## config.mk

```make
export PLATFORM = sky130hd
export DESIGN_NAME = rib_arbiter
export DESIGN_NICKNAME = d
export VERILOG_FILES = /design/src/rtl/rib_pkg.sv /design/src/rtl/rib_prio_enc.sv /design/src/rtl/rib_arbiter.sv
export SDC_FILE = /design/constraint.sdc
export NUM_CORES = 1
export LEC_CHECK = 0
export ABC_AREA = 1
export ABC_CLOCK_PERIOD_IN_PS = 1500
export CORE_AREA = 3 3 154 156
export DETAILED_ROUTE_END_ITERATION = 10
export DIE_AREA = 0 0 157 159
export GPL_TIMING_DRIVEN = 0
export HOLD_SLACK_MARGIN = 0.02
export PLACE_DENSITY_LB_ADDON = 0.05
export SYNTH_ARGS = -nofsm -noshare
export SYNTH_HDL_FRONTEND = slang
export SYNTH_SLANG_ARGS = --single-unit
```

## constraint.sdc

```tcl
create_clock -name clk -period 1.5 [get_ports clk]
set_input_delay 0.225 -clock clk [delete_from_list [all_inputs] [get_ports clk]]
set_output_delay 0.225 -clock clk [all_outputs]
set_load 0.01 [all_outputs]
```

## src/rtl/rib_pkg.sv

```systemverilog
// Shared RIB definitions: master indices, FSM encoding and the per-master request bundle.
package rib_pkg;

  localparam int RIB_AW = 32;
  localparam int RIB_DW = 32;

  localparam logic [1:0] RIB_M_JTAG = 2'd0;
  localparam logic [1:0] RIB_M_CORE = 2'd1;
  localparam logic [1:0] RIB_M_UART = 2'd2;

  localparam logic [0:0] ST_IDLE = 1'b0;
  localparam logic [0:0] ST_BUSY = 1'b1;

  typedef struct packed {
    logic              wr_en;
    logic [RIB_AW-1:0] addr;
    logic [RIB_DW-1:0] data;
  } rib_req_t;

endpackage

```

## src/rtl/rib_prio_enc.sv

```systemverilog
// Fixed-priority encoder over the three RIB masters; bit 0 (JTAG) wins.
module rib_prio_enc
  import rib_pkg::*;
(
  input  logic [2:0] req,
  output logic [1:0] idx,
  output logic       any
);

  always_comb begin
    idx = RIB_M_JTAG;
    if (req[0])      idx = RIB_M_JTAG;
    else if (req[1]) idx = RIB_M_CORE;
    else if (req[2]) idx = RIB_M_UART;
  end

  assign any = |req;

endmodule

```

## src/rtl/rib_arbiter.sv

```systemverilog
// RIB bus arbiter: three masters share one slave port through an IDLE/BUSY
// handshake sequencer with a per-transaction timeout.
module rib_arbiter
  import rib_pkg::*;
#(
  parameter int                TIMEOUT  = 16,
  parameter logic [RIB_DW-1:0] ERR_DATA = 32'h0000_0000
) (
  input  logic              clk,
  input  logic              rst_n,
  input  logic              m0_req_i,
  input  logic              m0_wr_en_i,
  input  logic [RIB_AW-1:0] m0_addr_i,
  input  logic [RIB_DW-1:0] m0_data_i,
  output logic [RIB_DW-1:0] m0_data_o,
  output logic              m0_ack_o,
  input  logic              m1_req_i,
  input  logic              m1_wr_en_i,
  input  logic [RIB_AW-1:0] m1_addr_i,
  input  logic [RIB_DW-1:0] m1_data_i,
  output logic [RIB_DW-1:0] m1_data_o,
  output logic              m1_ack_o,
  input  logic              m2_req_i,
  input  logic              m2_wr_en_i,
  input  logic [RIB_AW-1:0] m2_addr_i,
  input  logic [RIB_DW-1:0] m2_data_i,
  output logic [RIB_DW-1:0] m2_data_o,
  output logic              m2_ack_o,
  output logic              s_req_o,
  output logic              s_wr_en_o,
  output logic [RIB_AW-1:0] s_addr_o,
  output logic [RIB_DW-1:0] s_data_o,
  input  logic [RIB_DW-1:0] s_data_i,
  input  logic              s_ack_i,
  output logic              hold_o,
  output logic              err_o
);

  localparam int             CW       = $clog2(TIMEOUT);
  localparam logic [CW-1:0]  CNT_LAST = CW'(TIMEOUT - 1);

  logic [0:0]        state;
  logic [1:0]        grant;
  logic [CW-1:0]     cnt;
  logic [1:0]        enc_idx;
  logic              enc_any;
  logic              busy;
  logic              done;
  rib_req_t          sel;
  logic [RIB_DW-1:0] rdata;

  rib_prio_enc u_enc (
    .req ({m2_req_i, m1_req_i, m0_req_i}),
    .idx (enc_idx),
    .any (enc_any)
  );

  always_ff @(posedge clk) begin
    if (!rst_n) begin
      state <= ST_IDLE;
      grant <= '0;
      cnt   <= '0;
    end else begin
      case (state)
        ST_IDLE: if (enc_any) begin
          grant <= enc_idx;
          cnt   <= '0;
          state <= ST_BUSY;
        end
        ST_BUSY: begin
          if (done) state <= ST_IDLE;
          else      cnt   <= cnt + 1'b1;
        end
        default: state <= ST_IDLE;
      endcase
    end
  end

  // Gating with rst_n keeps an aborted transaction from acking in the reset cycle.
  assign busy = rst_n && (state == ST_BUSY);
  assign done = busy && (s_ack_i || (cnt == CNT_LAST));

  always_comb begin
    case (grant)
      RIB_M_JTAG: sel = '{m0_wr_en_i, m0_addr_i, m0_data_i};
      RIB_M_CORE: sel = '{m1_wr_en_i, m1_addr_i, m1_data_i};
      RIB_M_UART: sel = '{m2_wr_en_i, m2_addr_i, m2_data_i};
      default:    sel = '0;
    endcase
  end

  assign s_req_o   = busy;
  assign s_wr_en_o = busy & sel.wr_en;
  assign s_addr_o  = busy ? sel.addr : '0;
  assign s_data_o  = busy ? sel.data : '0;

  // A coincident slave ack beats the timeout.
  assign rdata = s_ack_i ? s_data_i : ERR_DATA;
  assign err_o = done && !s_ack_i;

  assign m0_ack_o  = done && (grant == RIB_M_JTAG);
  assign m1_ack_o  = done && (grant == RIB_M_CORE);
  assign m2_ack_o  = done && (grant == RIB_M_UART);
  assign m0_data_o = m0_ack_o ? rdata : '0;
  assign m1_data_o = m1_ack_o ? rdata : '0;
  assign m2_data_o = m2_ack_o ? rdata : '0;

  assign hold_o = m1_req_i & ~m1_ack_o;

endmodule

```

==> metrics.yaml <==
coreArea_um2: 22500
worst_pin_slew_ns: 0.9808
p_leak_nw: 5.036
die_w_um: 157
cpMaxStageDelayCell: "dfxtp_4"
worstSetupPathType: "reg2out"
seq_power_share_pct: 7.4
switching_share_pct: 37.42
regToRegStartpoint: "cnt[1]"
dr_total_vias: 5772
multi_input_area_um2: 3117
fin_ws_ns: -0.3565
yosys-top-cells-area: "nand2_1 31%, nor3_2 17%, inv_1 16%"
cts_sinks: 7
path_buf_inv: 7
syn_to_final_growth_pct: 182.6
synth-seq-area-share_pct: 4.286
layout_common_cells: "230 x clkdlybuf4s50_1, 218 x nand2_1, 106 x inv_1"
grt_max_degree: 11
reg2reg_to: "cnt[2]"
ys_warn_count: 0
cp_top_family: "buffers and inverters"
drt_iter0_markers: 161
grt_setup_unrepaired: "yes"
slew_headroom_pct: 34.61
register_area_um2: 156.4
timing.reg2reg.setup_slack_ns: 0.17
final-hold-violation-count: 0
synth_top_cell_by_area: "nand2_1"
whs_ns: 0.3008
cpPeakStageDelay_ns: 0.35
status: "complete, but fails checks"
place_ws_ns: -1.187
antenna_found_initial: 0
cp-end-kind: "output port"
antenna_cells: 0
grt_pass1_wl_um: 35180
critPathMostFrequentCell: "buf_6"
clkTransAtPathRegs_ns: 0.04
clk_latency_ns: 0.23
period_needed_ns: 1.857
holdBufCountCts: 0
r2r_cells: 10
clkPwrFrac_pct: 15.7
cp_cell_sequence: "buf_6, nor2_4, buf_6, buf_6, clkbuf_16, buf_8, nand2_1, nand3_1, nand2_1, inv_1, buf_6"
first_pass_iters: 4
nets: 1366
arrival_ns: 1.63
synth.distinct_cells: 22
drv_cap: 0
routedWlPerCell_um: 17.23
drc: 0
power_density_nw_per_um2: 309.2
layout_commonest_cell: "clkdlybuf4s50_1"
p_sw_w: 0.001069
setup_viol: 166
violations: "negative setup slack"
die_area_um2: 24960
synth_top_area_share_pct: 31.46
synthesis.area_um2: 3269
numCtsBuffers: 3
yosys_register_bits: 7
grt_pass1_vias: 5859
wl_um: 24400
hold_path_startpoint: "rst_n"
design_area_um2: 9240
holdPathEnd: "cnt[0]"
place_area_um2: 7670
holdPathStages: 3
start_util_pct: 14.53
worst-path-max-fanout: 3
synth.avg_cell_area_um2: 4.931
grt_overflow: 0
max_freq_ghz: 0.5386
io_pins: 400
cts_root_buf: "clkbuf_16"
final_antenna_net_count: 0
place_congestion: 0.8555
grt_usage_pct: 17.97
fin_skew_ns: 0.0007597
fillers: 2468
die_y_um: 159
synth_fp_nets: 897
drive_above_1_share_pct: 45.80
peakVddDrop_mv: 0.3485
hpwl_um: 18970
port_buffers: 398
timing.final.crit_share_pct: 123.8
routed_via_density: 4.076
ctsHtreeMaxLevel: 1
fin_util_pct: 41.06
required_ns: 1.27
drv_slew: 0
rows: 55
synth_cells: 663
cts_buffer_depth: 2
setup.worst_path.start_class: "register"
hold_class: "in2reg"
combPwrFrac_pct: 76.9
cts_tree: "built"
p_int_w: 0.001788
[cells in the mapped netlist]
master    count
inv_1       138
buf_1         5
nor2_4        1
nand3b_1      1
nand2_4       1
nand4_1       2
buf_2        18
inv_2         5
nand2_2       2
nand2_1     274
ha_1          1
buf_4        14
clkbuf_1      5
nand3_1     103
o21ai_0       2
nor2_1        6
a21oi_1       5
buf_6         6
nor3_2       57
nor3_1        8
dfxtp_1       7
nor2_2        2
[per-layer routing]
metal  vias to the layer above  global-route usage, %  routed length, µm
met2                       237                  35.66              13290
li1                       2935                      -                  -
met1                      2590                  19.36               8830
met5                         -                      0                  0
met3                        10                  4.757               2100
met4                         0                  1.512                180
[worst register-to-register path, stage by stage, from the launching register on]
cell	delay (ns)
dfxtp_4	0.34
ha_4	0.15
nand3_2	0.07
nand2_2	0.06
nand2_4	0.10
buf_4	0.17
nand2_1	0.10
nand2_1	0.10
nand2_1	0.05
nand2_1	0.05
inv_1	0.03
[through the flow]
| stage | TNS [ns] | instances | power [W] |
|---|---|---|---|
| 2_1_floorplan | -0.9914 | 663 | 0.0008724 |
| 3_3_place_gp | -182.92 | 1346 | 0.001923 |
| 6_report | -47.91 | 1416 | 0.002857 |
| 3_5_place_dp | -179.81 | 1346 | 0.001916 |
| 5_1_grt | -61.22 | 1416 | 0.003062 |
| 4_1_cts | -50.64 | 1411 | 0.002756 |
[cell families (layout without fill, tap and decap cells)]
| group | after synthesis | count (layout) | synth area share (%) |
|---|---|---|---|
| AO/OA/AOI/OAI | 7 | 7 | 1.071 |
| adder cells (fa/ha/maj) | 1 | 1 | 0.3826 |
| buffers and inverters | 191 | 658 | 25.60 |
| flip-flops | 7 | 7 | 4.286 |
| AND/OR/NAND/NOR | 457 | 458 | 68.66 |
[worst max path at each step]
stage                                to  depth (start not counted)  startpoint
after floorplan           m1_data_o[10]                          8      cnt[1]
final                      s_addr_o[16]                         11    grant[1]
after CTS                 m2_data_o[13]                         11      cnt[1]
after global placement    m2_data_o[11]                          9       rst_n
after detailed placement  m2_data_o[11]                          9       rst_n
after global routing      m2_data_o[21]                         10      cnt[0]
[state kept, by name (all words and copies together), names as in the netlist]
signal,flops
state,1
grant,2
cnt,4
[what timing repair did]
item,4_1_cts,5_1_grt
setup endpoints to repair,167,167
cloned,11,5
pin swaps,28,21
resized for setup,926,173
setup buffers,50,14
[final cells by class]
class	instances	area share [%]
plain buffers	43	5.484
repair buffers	468	48.49
clock buffers	4	0.8531
inverters	143	5.890
well taps	285	3.859
flip-flops and latches	7	1.693
multi-input cells	466	33.73
[power groups by stage]
stage | logic (W) | registers, W | clock network (W)
2_1_floorplan | 0.000663 | 0.000209 | 0
3_3_place_gp | 0.00171 | 0.000213 | 0
3_5_place_dp | 0.00170 | 0.000213 | 0
4_1_cts | 0.00209 | 0.000209 | 0.000458
5_1_grt | 0.00238 | 0.000212 | 0.000471
6_report | 0.00220 | 0.000210 | 0.000450
(Power assumes the default switching activity.)
